File: config.mk
export PLATFORM = sky130hd
export DESIGN_NAME = simmem_resp_bank
export DESIGN_NICKNAME = d
export VERILOG_FILES = /design/src/rtl/simmem_resp_bank.sv
export SDC_FILE = /design/constraint.sdc
export NUM_CORES = 1
export LEC_CHECK = 0
export CAP_MARGIN = 0
export CORE_MARGIN = 8
export CORE_UTILIZATION = 55
export CTS_CLUSTER_DIAMETER = 100
export CTS_CLUSTER_SIZE = 28
export DETAILED_ROUTE_END_ITERATION = 7
export PLACE_DENSITY = 0.72
export SYNTH_ARGS = -nofsm -noshare
export SYNTH_HDL_FRONTEND = slang
export SYNTH_SLANG_ARGS = --single-unit
File: constraint.sdc
create_clock -name clk_i -period 10.2 [get_ports clk_i]
set_clock_uncertainty 0.05 [all_clocks]
set_input_delay 2.55 -clock clk_i [delete_from_list [all_inputs] [get_ports clk_i]]
set_output_delay 2.55 -clock clk_i [all_outputs]
set_load 0.05 [all_outputs]
File: src/rtl/simmem_resp_bank.sv
// Response bank for the simulated memory controller: shared slot storage, one FIFO-ordered
// linked list per AXI ID, round-robin release of list heads into a registered output stage.
module simmem_resp_bank #(
    parameter int IDWidth   = 4,
    parameter int DataWidth = 3,
    parameter int Capacity  = 32,
    localparam int NumIds    = 2 ** IDWidth,
    localparam int SlotWidth = $clog2(Capacity),
    localparam int CntWidth  = $clog2(Capacity + 1),
    localparam int RespWidth = IDWidth + DataWidth
) (
    input  logic                 clk_i,
    input  logic                 rst_i,
    input  logic [RespWidth-1:0] in_data_i,
    input  logic                 in_valid_i,
    output logic                 in_ready_o,
    input  logic [NumIds-1:0]    release_en_i,
    output logic [RespWidth-1:0] out_data_o,
    output logic                 out_valid_o,
    input  logic                 out_ready_i,
    output logic [NumIds-1:0]    nonempty_o,
    output logic [CntWidth-1:0]  occupancy_o
);

    logic [RespWidth-1:0] mem_data [Capacity];
    logic [SlotWidth-1:0] mem_next [Capacity];
    logic [SlotWidth-1:0] head_q   [NumIds];
    logic [SlotWidth-1:0] tail_q   [NumIds];

    logic [Capacity-1:0]  free_q;
    logic [NumIds-1:0]    nonempty_q;
    logic [CntWidth-1:0]  count_q;
    logic [IDWidth-1:0]   rr_q;
    logic [RespWidth-1:0] out_data_q;
    logic                 out_valid_q;

    logic [IDWidth-1:0]   in_id;
    logic                 push;
    logic [SlotWidth-1:0] alloc;
    logic [NumIds-1:0]    eligible;
    logic [IDWidth-1:0]   grant;
    logic [IDWidth-1:0]   rr_idx;
    logic                 any_eligible;
    logic                 pop;
    logic [SlotWidth-1:0] pop_slot;
    logic                 pop_last;
    logic                 push_onto_popped;

    assign in_id      = in_data_i[RespWidth-1 -: IDWidth];
    assign in_ready_o = |free_q;
    assign push       = in_valid_i && in_ready_o;
    assign eligible   = nonempty_q & release_en_i;

    // Lowest-index free slot; later iterations win, so the loop runs downward.
    always_comb begin
        alloc = '0;
        for (int i = Capacity - 1; i >= 0; i--) begin
            if (free_q[i]) alloc = SlotWidth'(i);
        end
    end

    // Round-robin search starting at rr_q; smallest offset from rr_q wins.
    always_comb begin
        grant        = rr_q;
        rr_idx       = '0;
        any_eligible = 1'b0;
        for (int i = NumIds - 1; i >= 0; i--) begin
            rr_idx = rr_q + IDWidth'(i);
            if (eligible[rr_idx]) begin
                grant        = rr_idx;
                any_eligible = 1'b1;
            end
        end
    end

    assign pop      = (!out_valid_q || out_ready_i) && any_eligible;
    assign pop_slot = head_q[grant];
    assign pop_last = (head_q[grant] == tail_q[grant]);
    // Push onto a single-entry list that is being popped this cycle: the new slot starts a fresh list.
    assign push_onto_popped = pop && pop_last && (grant == in_id);

    // Storage and list pointers carry no reset; nonempty_q alone decides whether they are meaningful.
    always_ff @(posedge clk_i) begin
        if (push) begin
            mem_data[alloc] <= in_data_i;
            tail_q[in_id]   <= alloc;
            if (nonempty_q[in_id] && !push_onto_popped) mem_next[tail_q[in_id]] <= alloc;
        end
        if (pop) head_q[grant] <= mem_next[pop_slot];
        if (push && (!nonempty_q[in_id] || push_onto_popped)) head_q[in_id] <= alloc;
    end

    always_ff @(posedge clk_i or posedge rst_i) begin
        if (rst_i) begin
            free_q      <= '1;
            nonempty_q  <= '0;
            count_q     <= '0;
            rr_q        <= '0;
            out_data_q  <= '0;
            out_valid_q <= 1'b0;
        end else begin
            if (pop) free_q[pop_slot] <= 1'b1;
            if (push) free_q[alloc] <= 1'b0;

            if (pop && pop_last) nonempty_q[grant] <= 1'b0;
            if (push) nonempty_q[in_id] <= 1'b1;

            count_q <= count_q + CntWidth'(push) - CntWidth'(pop);

            if (pop) begin
                out_data_q  <= mem_data[pop_slot];
                out_valid_q <= 1'b1;
                rr_q        <= grant + IDWidth'(1);
            end else if (out_ready_i) begin
                out_valid_q <= 1'b0;
            end
        end
    end

    assign out_data_o  = out_data_q;
    assign out_valid_o = out_valid_q;
    assign nonempty_o  = nonempty_q;
    assign occupancy_o = count_q;

endmodule

# == Word-level counts from Yosys, hierarchy flattened ==
# Memory sizes are Yosys's and may differ from the RTL's. A register that Yosys moved wholly into a read port is not among the register bits.
# Cells that the tools add are included.
# word_totals
register_bits,59
ram_bits,544
out_inout_bits,31
elab_cells,198
n_memories,4
# classes
addsub,18
magnitude_cmp,24
n_eq_ne,2
muxes,121
n_bitwise,7
reduce_logical,17
# mem_list
memory,depth,word_bits,read_ports,rd_clocked_by_memory_dff,write_ports,line,rtl
mem_data,32,7,1,1,1,25,logic [RespWidth-1:0] mem_data [Capacity];
mem_next,32,5,1,0,1,26,logic [SlotWidth-1:0] mem_next [Capacity];
head_q,16,5,1,0,2,27,logic [SlotWidth-1:0] head_q [NumIds];
tail_q,16,5,2,0,1,28,logic [SlotWidth-1:0] tail_q [NumIds];
# op_table
cell,n
two-way mux 5 bit,32
"< comparator 4 x 5 -> 1 bit, second input constant",18
binary-select mux 1 bit (select 4 bit),17
two-way mux 32 bit,2
two-way mux 4 bit,16
two-way mux 1 bit,48
"adder 4 bit, second input constant",8
bitwise AND 16 bit,2
bitwise AND 32 bit,1
two-way mux 16 bit,2
inverter 32 bit,1
bitwise OR 32 bit,1
OR reduction 32 bit,1
"adder 4 x 3 -> 4 bit, second input constant",4
inverter 16 bit,1
bitwise OR 16 bit,1
"< comparator 5 x 6 -> 1 bit, second input constant",2
demux 1 bit (select 5 bit),2
"greater-or-equal comparator 5 x 1 -> 1 bit, second input constant",2
logical AND 1 bit,10
"adder 4 x 1 -> 4 bit, second input constant",2
"adder 4 x 2 -> 4 bit, second input constant",2
demux 1 bit (select 4 bit),2
"greater-or-equal comparator 4 x 1 -> 1 bit, second input constant",2
other kinds (7),10

# == Longest topological paths before layout ==
# Gate-level depths: netlist of run 1.
# depth
depth_word,39
depth_mapped,34
ltp_nobuf,20

# == Least setup slack after synthesis of run 1 ==
# No wires, ideal clock.
# synth_timing
path_kind,input to register
startpoint,input release_en_i[15]
endpoint,memory head_q[15][0] in the netlist's numbering (enable)
setup_time_ps,355
t_arrival_ps,7309
required_ps,9795
path_slack_ps,2485
path_stages,21
n_path_buf,4
path_cell_list,nand2_1 o21ai_0 mux4_2 mux2i_1 mux2_2 a211oi_1 nand2_1 o31ai_4 inv_2 buf_2 mux2i_1 o31ai_1 o2111ai_1 xor2_1 nand2_1 or4_1 o31a_1 buf_6 buf_2 buf_2 o22ai_1
# synth_rtl
item,line,rtl
from (decl),17,"input logic [NumIds-1:0] release_en_i,"
to (decl),27,

==> results of run 1 <==
-- metrics by stage --
step	util	hold WS, ps
after floorplan	-	450
after detailed placement	0.579	453
after CTS	0.593	478
final	0.593	475
after global routing	0.593	498
after global placement	0.579	437
-- registers in the layout (all words and copies together) (netlist names) --
name and count:
free_q 32, head_q 80, mem_data 224, mem_next 160, nonempty_o 16, occupancy_o 6
out_data_o 7, out_valid_o 1, rr_q 4, tail_q 80
-- cell type report --
| type | instances | area [sq um] | share of cell area |
|---|---|---|---|
| tap | 765 | 957 | 0.0282 |
| sequential | 610 | 18000 | 0.531 |
| clock buffer | 44 | 739 | 0.0218 |
| inverter | 55 | 209 | 0.00615 |
| clock inverter | 6 | 83.8 | 0.00247 |
| timing repair buffer | 154 | 1350 | 0.0399 |
| multi-input combinational | 1756 | 12600 | 0.371 |
-- placed cells by master (no fill, tap or decap), types with 11 or more instances in the layout --
cell type,Yosys,layout
edfxtp_1,544,544
nand2_1,327,326
mux2i_1,191,191
nor2_1,144,142
buf_4,12,91
nand3_1,89,89
a21oi_1,88,87
o21ai_0,85,85
a211oi_1,67,67
and3_1,63,63
clkdlybuf4s50_1,0,53
mux4_2,50,50
inv_1,48,45
mux2_2,44,44
nor3_1,44,41
o22ai_1,38,38
a31oi_1,37,37
a221oi_1,37,37
dfrtp_1,34,33
dfstp_2,32,32
a311oi_1,31,31
xnor2_1,27,27
clkbuf_16,0,27
nand4_1,23,23
o31ai_1,20,19
nand2b_1,18,18
a22oi_1,18,18
ha_1,17,17
clkbuf_1,82,17
o211ai_1,16,16
a221o_1,16,16
o2111ai_1,16,15
and2_0,15,15
a211o_1,12,12
a2bb2oi_1,12,12
a32oi_1,12,12
nor2b_1,11,11
-- per-layer routing --
metal,up-vias,part of all wire,GRT usage
met5,-,0,0
met2,1484,0.46,0.427
li1,10100,-,-
met1,11600,0.39,0.372
met3,280,0.10,0.0464
met4,0,0.050,0.119
-- worst max-delay path, cell delays in order --
cell and delay [ps]:
clkdlybuf4s50_1 490, nand2_1 190, mux4_2 580, o22ai_1 340, or2_0 480, nor2_1 160, o2111a_1 150, o31a_1 260
a41oi_2 540, nand2_1 590, o32a_1 520, o211ai_1 200, buf_4 560, nand2_1 450, nor2_1 440, nand3_1 170
o211a_1 170, nor4b_2 150, buf_4 230, mux2i_1 170
-- cell families after synthesis --
kind of cell,share of synthesized area
flops,0.570
compound gates,0.138
fa+ha+maj,0.00736
xor+xnor,0.00910
simple gates,0.127
mux,0.114
buf+inv,0.0340
-- worst min path at each step --
stage / start / end / slack (ps) / cells past startpoint
after floorplan: free_q[18]$_DFF_PP1_ / free_q[18]$_DFF_PP1_ / 450 / 2
after global placement: occupancy_o[0]$_DFF_PP0_ / occupancy_o[0]$_DFF_PP0_ / 440 / 1
after detailed placement: occupancy_o[0]$_DFF_PP0_ / occupancy_o[0]$_DFF_PP0_ / 450 / 1
after CTS: occupancy_o[0]$_DFF_PP0_ / occupancy_o[0]$_DFF_PP0_ / 480 / 1
after global routing: occupancy_o[0]$_DFF_PP0_ / occupancy_o[0]$_DFF_PP0_ / 500 / 1
final: occupancy_o[0]$_DFF_PP0_ / occupancy_o[0]$_DFF_PP0_ / 470 / 1
==> key figures, run 1 <==
Status
  – Status: complete, no violations

Final layout
  – Diode count: 0
  – Final Net Count: 2649
  – Fin area: 0.0340 sq mm
  – Fill cells: 4533
  – Area grow syn2layout: 7.41%
  – Share of cells above drive strength 1: 0.126
  – Fin cells: 3390

Clock network
  – Worst-skew pair later-pin latency: 630 ps
  – PostCTS Resize Cnt: 0
  – CTS tree: done
  – CTS Buffer Depth: 3
  – Root Buffer: clkbuf_16
  – Postcts setup bufs: 0
  – Hold Buf Count CTS: 0
  – Clk pin slew, worst setup/hold paths: 110 ps
  – CTS Sinks: 610
  – H-tree Lvls: 1
  – CTS Buf Count: 27

Placed design
  – # port buffers: 57
  – Pre-CTS setup slack: 720 ps
  – Final GP Congestion: 0.975
  – DP Wirelength: 62700 um
  – DP Area: 0.0331 sq mm
  – Placed cells: 3340

Global routing
  – Gr usage total: 0.272
  – Initial antenna violation count: 0
  – Vias in the first global route: 22400
  – Grt ovf: 0
  – Global-route wire length before repair: 140000 um
  – Largest net degree at the start of global routing: 120

Drt
  – Pre-antenna DRT Iters: 6
  – DR DRC count: 0
  – Post-DRT Antenna Nets: 0
  – Routed length per instance: 27.3 um
  – Via density: 6.91
  – DR iter-0 viols: 3126
  – DR vias: 23400
  – Final wirelength: 92600 um

Yosys
  – Synth area leaders: edfxtp_1 52%, mux2i_1 6.0%, nand2_1 3.9%
  – Sequential area share after synthesis: 0.570
  – Main synth FF type: edfxtp_1
  – FFs w/ async S/R, synth: 0.108
  – Post-synth top area cell: edfxtp_1
  – Gate count after technology mapping: 2603
  – Number of enable flip-flop cells after synthesis: 544
  – Synthesized area: 0.0316 sq mm
  – Yosys warning count: 0
  – Post-synth top area share: 0.517
  – Syn_nets: 2648
  – Synth cell count leaders: 544 x edfxtp_1, 327 x nand2_1, 191 x mux2i_1
  – Synth cell types: 100
  – Avg Cell Area, Syn: 12.1 sq um
  – Top-count cell post-synth: edfxtp_1
  – Synthesized flop and latch total: 610

Timing
  – Final count of pins violating max slew: 0
  – Post-route setup TNS: 0 ps
  – Final Setup Violations: 0
  – Period utilisation layout: 0.891
  – Fin worst setup slack: 1120 ps
  – Worst-Margin Slew: 1250 ps
  – F_max: 0.110 GHz
  – RSZ-0062 raised after global routing: no
  – Rel. slew slack: 0.161
  – Fin. Hold Viols: 0
  – Post-layout min period: 9080 ps

Setup path
  – Crit. Startpoint: release_en_i[15]
  – Crit path DAT: 9460 ps
  – Crit path kind: input port to flop
  – Depth of the most critical reg-to-reg path: 21
  – Internal reg-to-reg setup slack: 1600 ps
  – Worst-path fanout max: 40
  – Critical path required time: 10580 ps
  – R2r startpoint: rr_q[0]$_DFFE_PP0P_
  – Setup crit end: head_q[10][4]$_DFFE_PP_
  – Setup crit end kind: flop
  – CP Launch Type: input port
  – R2r endpoint: head_q[11][0]$_DFFE_PP_

Die
  – Starting Density: 0.552
  – Die W: 256 um
  – Die area: 0.0654 sq mm
  – Core Footprint: 0.0573 sq mm
  – Die outline height: 256 um
  – Row cnt: 88
  – Io pins: 58

Job
  – Max_cap viols: 0

Hold path
  – Worst min-delay path class: flop to flop
Power of run 1 is not shown: default switching activity piles up to over one toggle a cycle in this logic, so the estimate is an artifact.
==> inputs of run 2 (changes only) <==
Settings changed: CORE_MARGIN 8 to 2.
==> key figures, run 2 (synthesis results as in run 1) <==
Die
  – Core Footprint: 0.0566 sq mm (was 0.0573 sq mm)
  – Io pins: 58 (unchanged)
  – Row cnt: 87 (was 88)
  – Die area: 0.0594 sq mm (was 0.0654 sq mm)
  – Die outline height: 244 um (was 256 um)
  – Starting Density: 0.559 (was 0.552)
  – Die W: 244 um (was 256 um)

Clock network
  – CTS Buffer Depth: 3 (unchanged)
  – Root Buffer: clkbuf_16 (unchanged)
  – CTS tree: done (unchanged)
  – PostCTS Resize Cnt: 0 (unchanged)
  – Clk pin slew, worst setup/hold paths: 110 ps (about the same)
  – CTS Buf Count: 27 (unchanged)
  – Worst-skew pair later-pin latency: 620 ps (was 630 ps)
  – Hold Buf Count CTS: 0 (unchanged)
  – Postcts setup bufs: 0 (unchanged)
  – H-tree Lvls: 1 (unchanged)
  – CTS Sinks: 610 (unchanged)

Final layout
  – Fill cells: 4514 (was 4533)
  – Area grow syn2layout: 7.61% (was 7.41%)
  – Layout Utilization: 0.601 (was 0.593)
  – Max reg flops: 224 (unchanged)
  – Final Net Count: 2653 (was 2649)
  – Diode count: 0 (unchanged)
  – Share of cells above drive strength 1: 0.127 (was 0.126)
  – Most frequent cells in the layout: 544 x edfxtp_1, 326 x nand2_1, 191 x mux2i_1 (unchanged)
  – Largest register by flop count: mem_data (unchanged)
  – Commonest non-fill, non-tap cell in the layout: edfxtp_1 (unchanged)

Timing
  – Final Setup Violations: 0 (unchanged)
  – Final hold slack: 468 ps (was 475 ps)
  – Period utilisation layout: 0.939 (was 0.891)
  – Post-layout min period: 9580 ps (was 9080 ps)
  – RSZ-0062 raised after global routing: no (unchanged)
  – Rel. slew slack: 0.124 (was 0.161)
  – Fin worst setup slack: 621 ps (was 1120 ps)
  – F_max: 0.104 GHz (was 0.110 GHz)
  – Fin. Hold Viols: 0 (unchanged)
  – Final count of pins violating max slew: 0 (unchanged)
  – Worst-Margin Slew: 1310 ps (was 1250 ps)
  – Post-route setup TNS: 0 ps (unchanged)

Drt
  – Routed length per instance: 27.5 um (was 27.3 um)
  – Via density: 6.87 (was 6.91)
  – DR iter-0 viols: 3037 (was 3126)
  – Pre-antenna DRT Iters: 6 (unchanged)
  – Final wirelength: 92900 um (was 92600 um)
  – DR vias: 23300 (was 23400)
  – DR DRC count: 0 (unchanged)
  – Post-DRT Antenna Nets: 0 (unchanged)

Setup path
  – Critical path required time: 10460 ps (was 10580 ps)
  – CP Launch Type: input port (unchanged)
  – Setup crit end kind: flop (unchanged)
  – Crit. Startpoint: release_en_i[15] (unchanged)
  – Worst-path fanout max: 21 (was 40)
  – R2r endpoint: head_q[12][3]$_DFFE_PP_ (was head_q[11][0]$_DFFE_PP_)
  – R2r startpoint: rr_q[0]$_DFFE_PP0P_ (unchanged)
  – Setup crit end: head_q[12][3]$_DFFE_PP_ (was head_q[10][4]$_DFFE_PP_)
  – Crit path DAT: 9840 ps (was 9460 ps)
  – Crit path kind: input port to flop (unchanged)
  – Depth of the most critical reg-to-reg path: 19 (was 21)
  – Internal reg-to-reg setup slack: 1080 ps (was 1600 ps)

Global routing
  – Global-route wire length before repair: 140000 um (about the same)
  – Grt ovf: 0 (unchanged)
  – Vias in the first global route: 22300 (was 22400)
  – Gr usage total: 0.307 (was 0.272)
  – Largest net degree at the start of global routing: 91 (was 120)
  – Initial antenna violation count: 0 (unchanged)

Placed design
  – Final GP Congestion: 0.941 (was 0.975)
  – Pre-CTS setup slack: 315 ps (was 720 ps)
  – # port buffers: 57 (unchanged)
  – DP Wirelength: 62400 um (was 62700 um)

Status
  – Status: complete, no violations (unchanged)

Hold path
  – Worst min-delay path class: flop to flop (unchanged)

Job
  – Max_cap viols: 0 (unchanged)
[run 2: cell count changes in the layout (fill, tap and decap cells not counted), sizes merged]
cell	delta
buf	+4
bufinv	+1
clkbuf	-1
clkinvlp	+1
inv	-1
[run 2: final cells by class]
| class | count | area (sq um) | area share |
|---|---|---|---|
| inverter | 55 | 209 | 0.00614 |
| tap | 756 | 946 | 0.0278 |
| sequential | 610 | 18000 | 0.530 |
| multi-input combinational | 1756 | 12600 | 0.370 |
| clock inverter | 7 | 113 | 0.00331 |
| timing repair buffer | 158 | 1410 | 0.0414 |
| clock buffer | 43 | 736 | 0.0216 |
[run 2: how the worst min path moves through the flow]
stage	start	to	slack, ps	cells past startpoint
global route	free_q[18]$_DFF_PP1_	free_q[18]$_DFF_PP1_	500	2
finish	occupancy_o[0]$_DFF_PP0_	occupancy_o[0]$_DFF_PP0_	470	1
floorplan	free_q[18]$_DFF_PP1_	free_q[18]$_DFF_PP1_	450	2
CTS	occupancy_o[0]$_DFF_PP0_	occupancy_o[0]$_DFF_PP0_	470	1
global placement	occupancy_o[0]$_DFF_PP0_	occupancy_o[0]$_DFF_PP0_	440	1
detailed placement	occupancy_o[0]$_DFF_PP0_	occupancy_o[0]$_DFF_PP0_	450	1
[run 2: worst max-delay path, cell delays in order]
cell,delay (ps)
clkdlybuf4s50_1,450
nand2_1,210
mux4_2,610
o22ai_1,320
or2_0,590
nor2_1,190
o2111a_1,170
o31a_1,260
a41oi_2,700
nand2_1,650
a211oi_1,570
and4bb_4,430
buf_4,250
and2_0,170
a211oi_1,200
a21oi_1,60
o221ai_1,330
and4_1,920
mux2i_1,180
[run 2: through the flow]
stage               std cells  cell area [sq um]
CTS                      3385              34000
global route             3385              34000
finish                   3385              34000
detailed placement       3335              33200
floorplan                2603              31600
global placement         3335              33200
[run 2: routing by layer]
metal | vias to the layer above | part of all wire | global-route usage
met4 | 0 | 0.044 | 0.120
met1 | 11600 | 0.40 | 0.436
met5 | - | 0 | 0
met2 | 1341 | 0.46 | 0.481
li1 | 10100 | - | -
met3 | 253 | 0.095 | 0.0456
Power of run 2 is left out for the same reason.
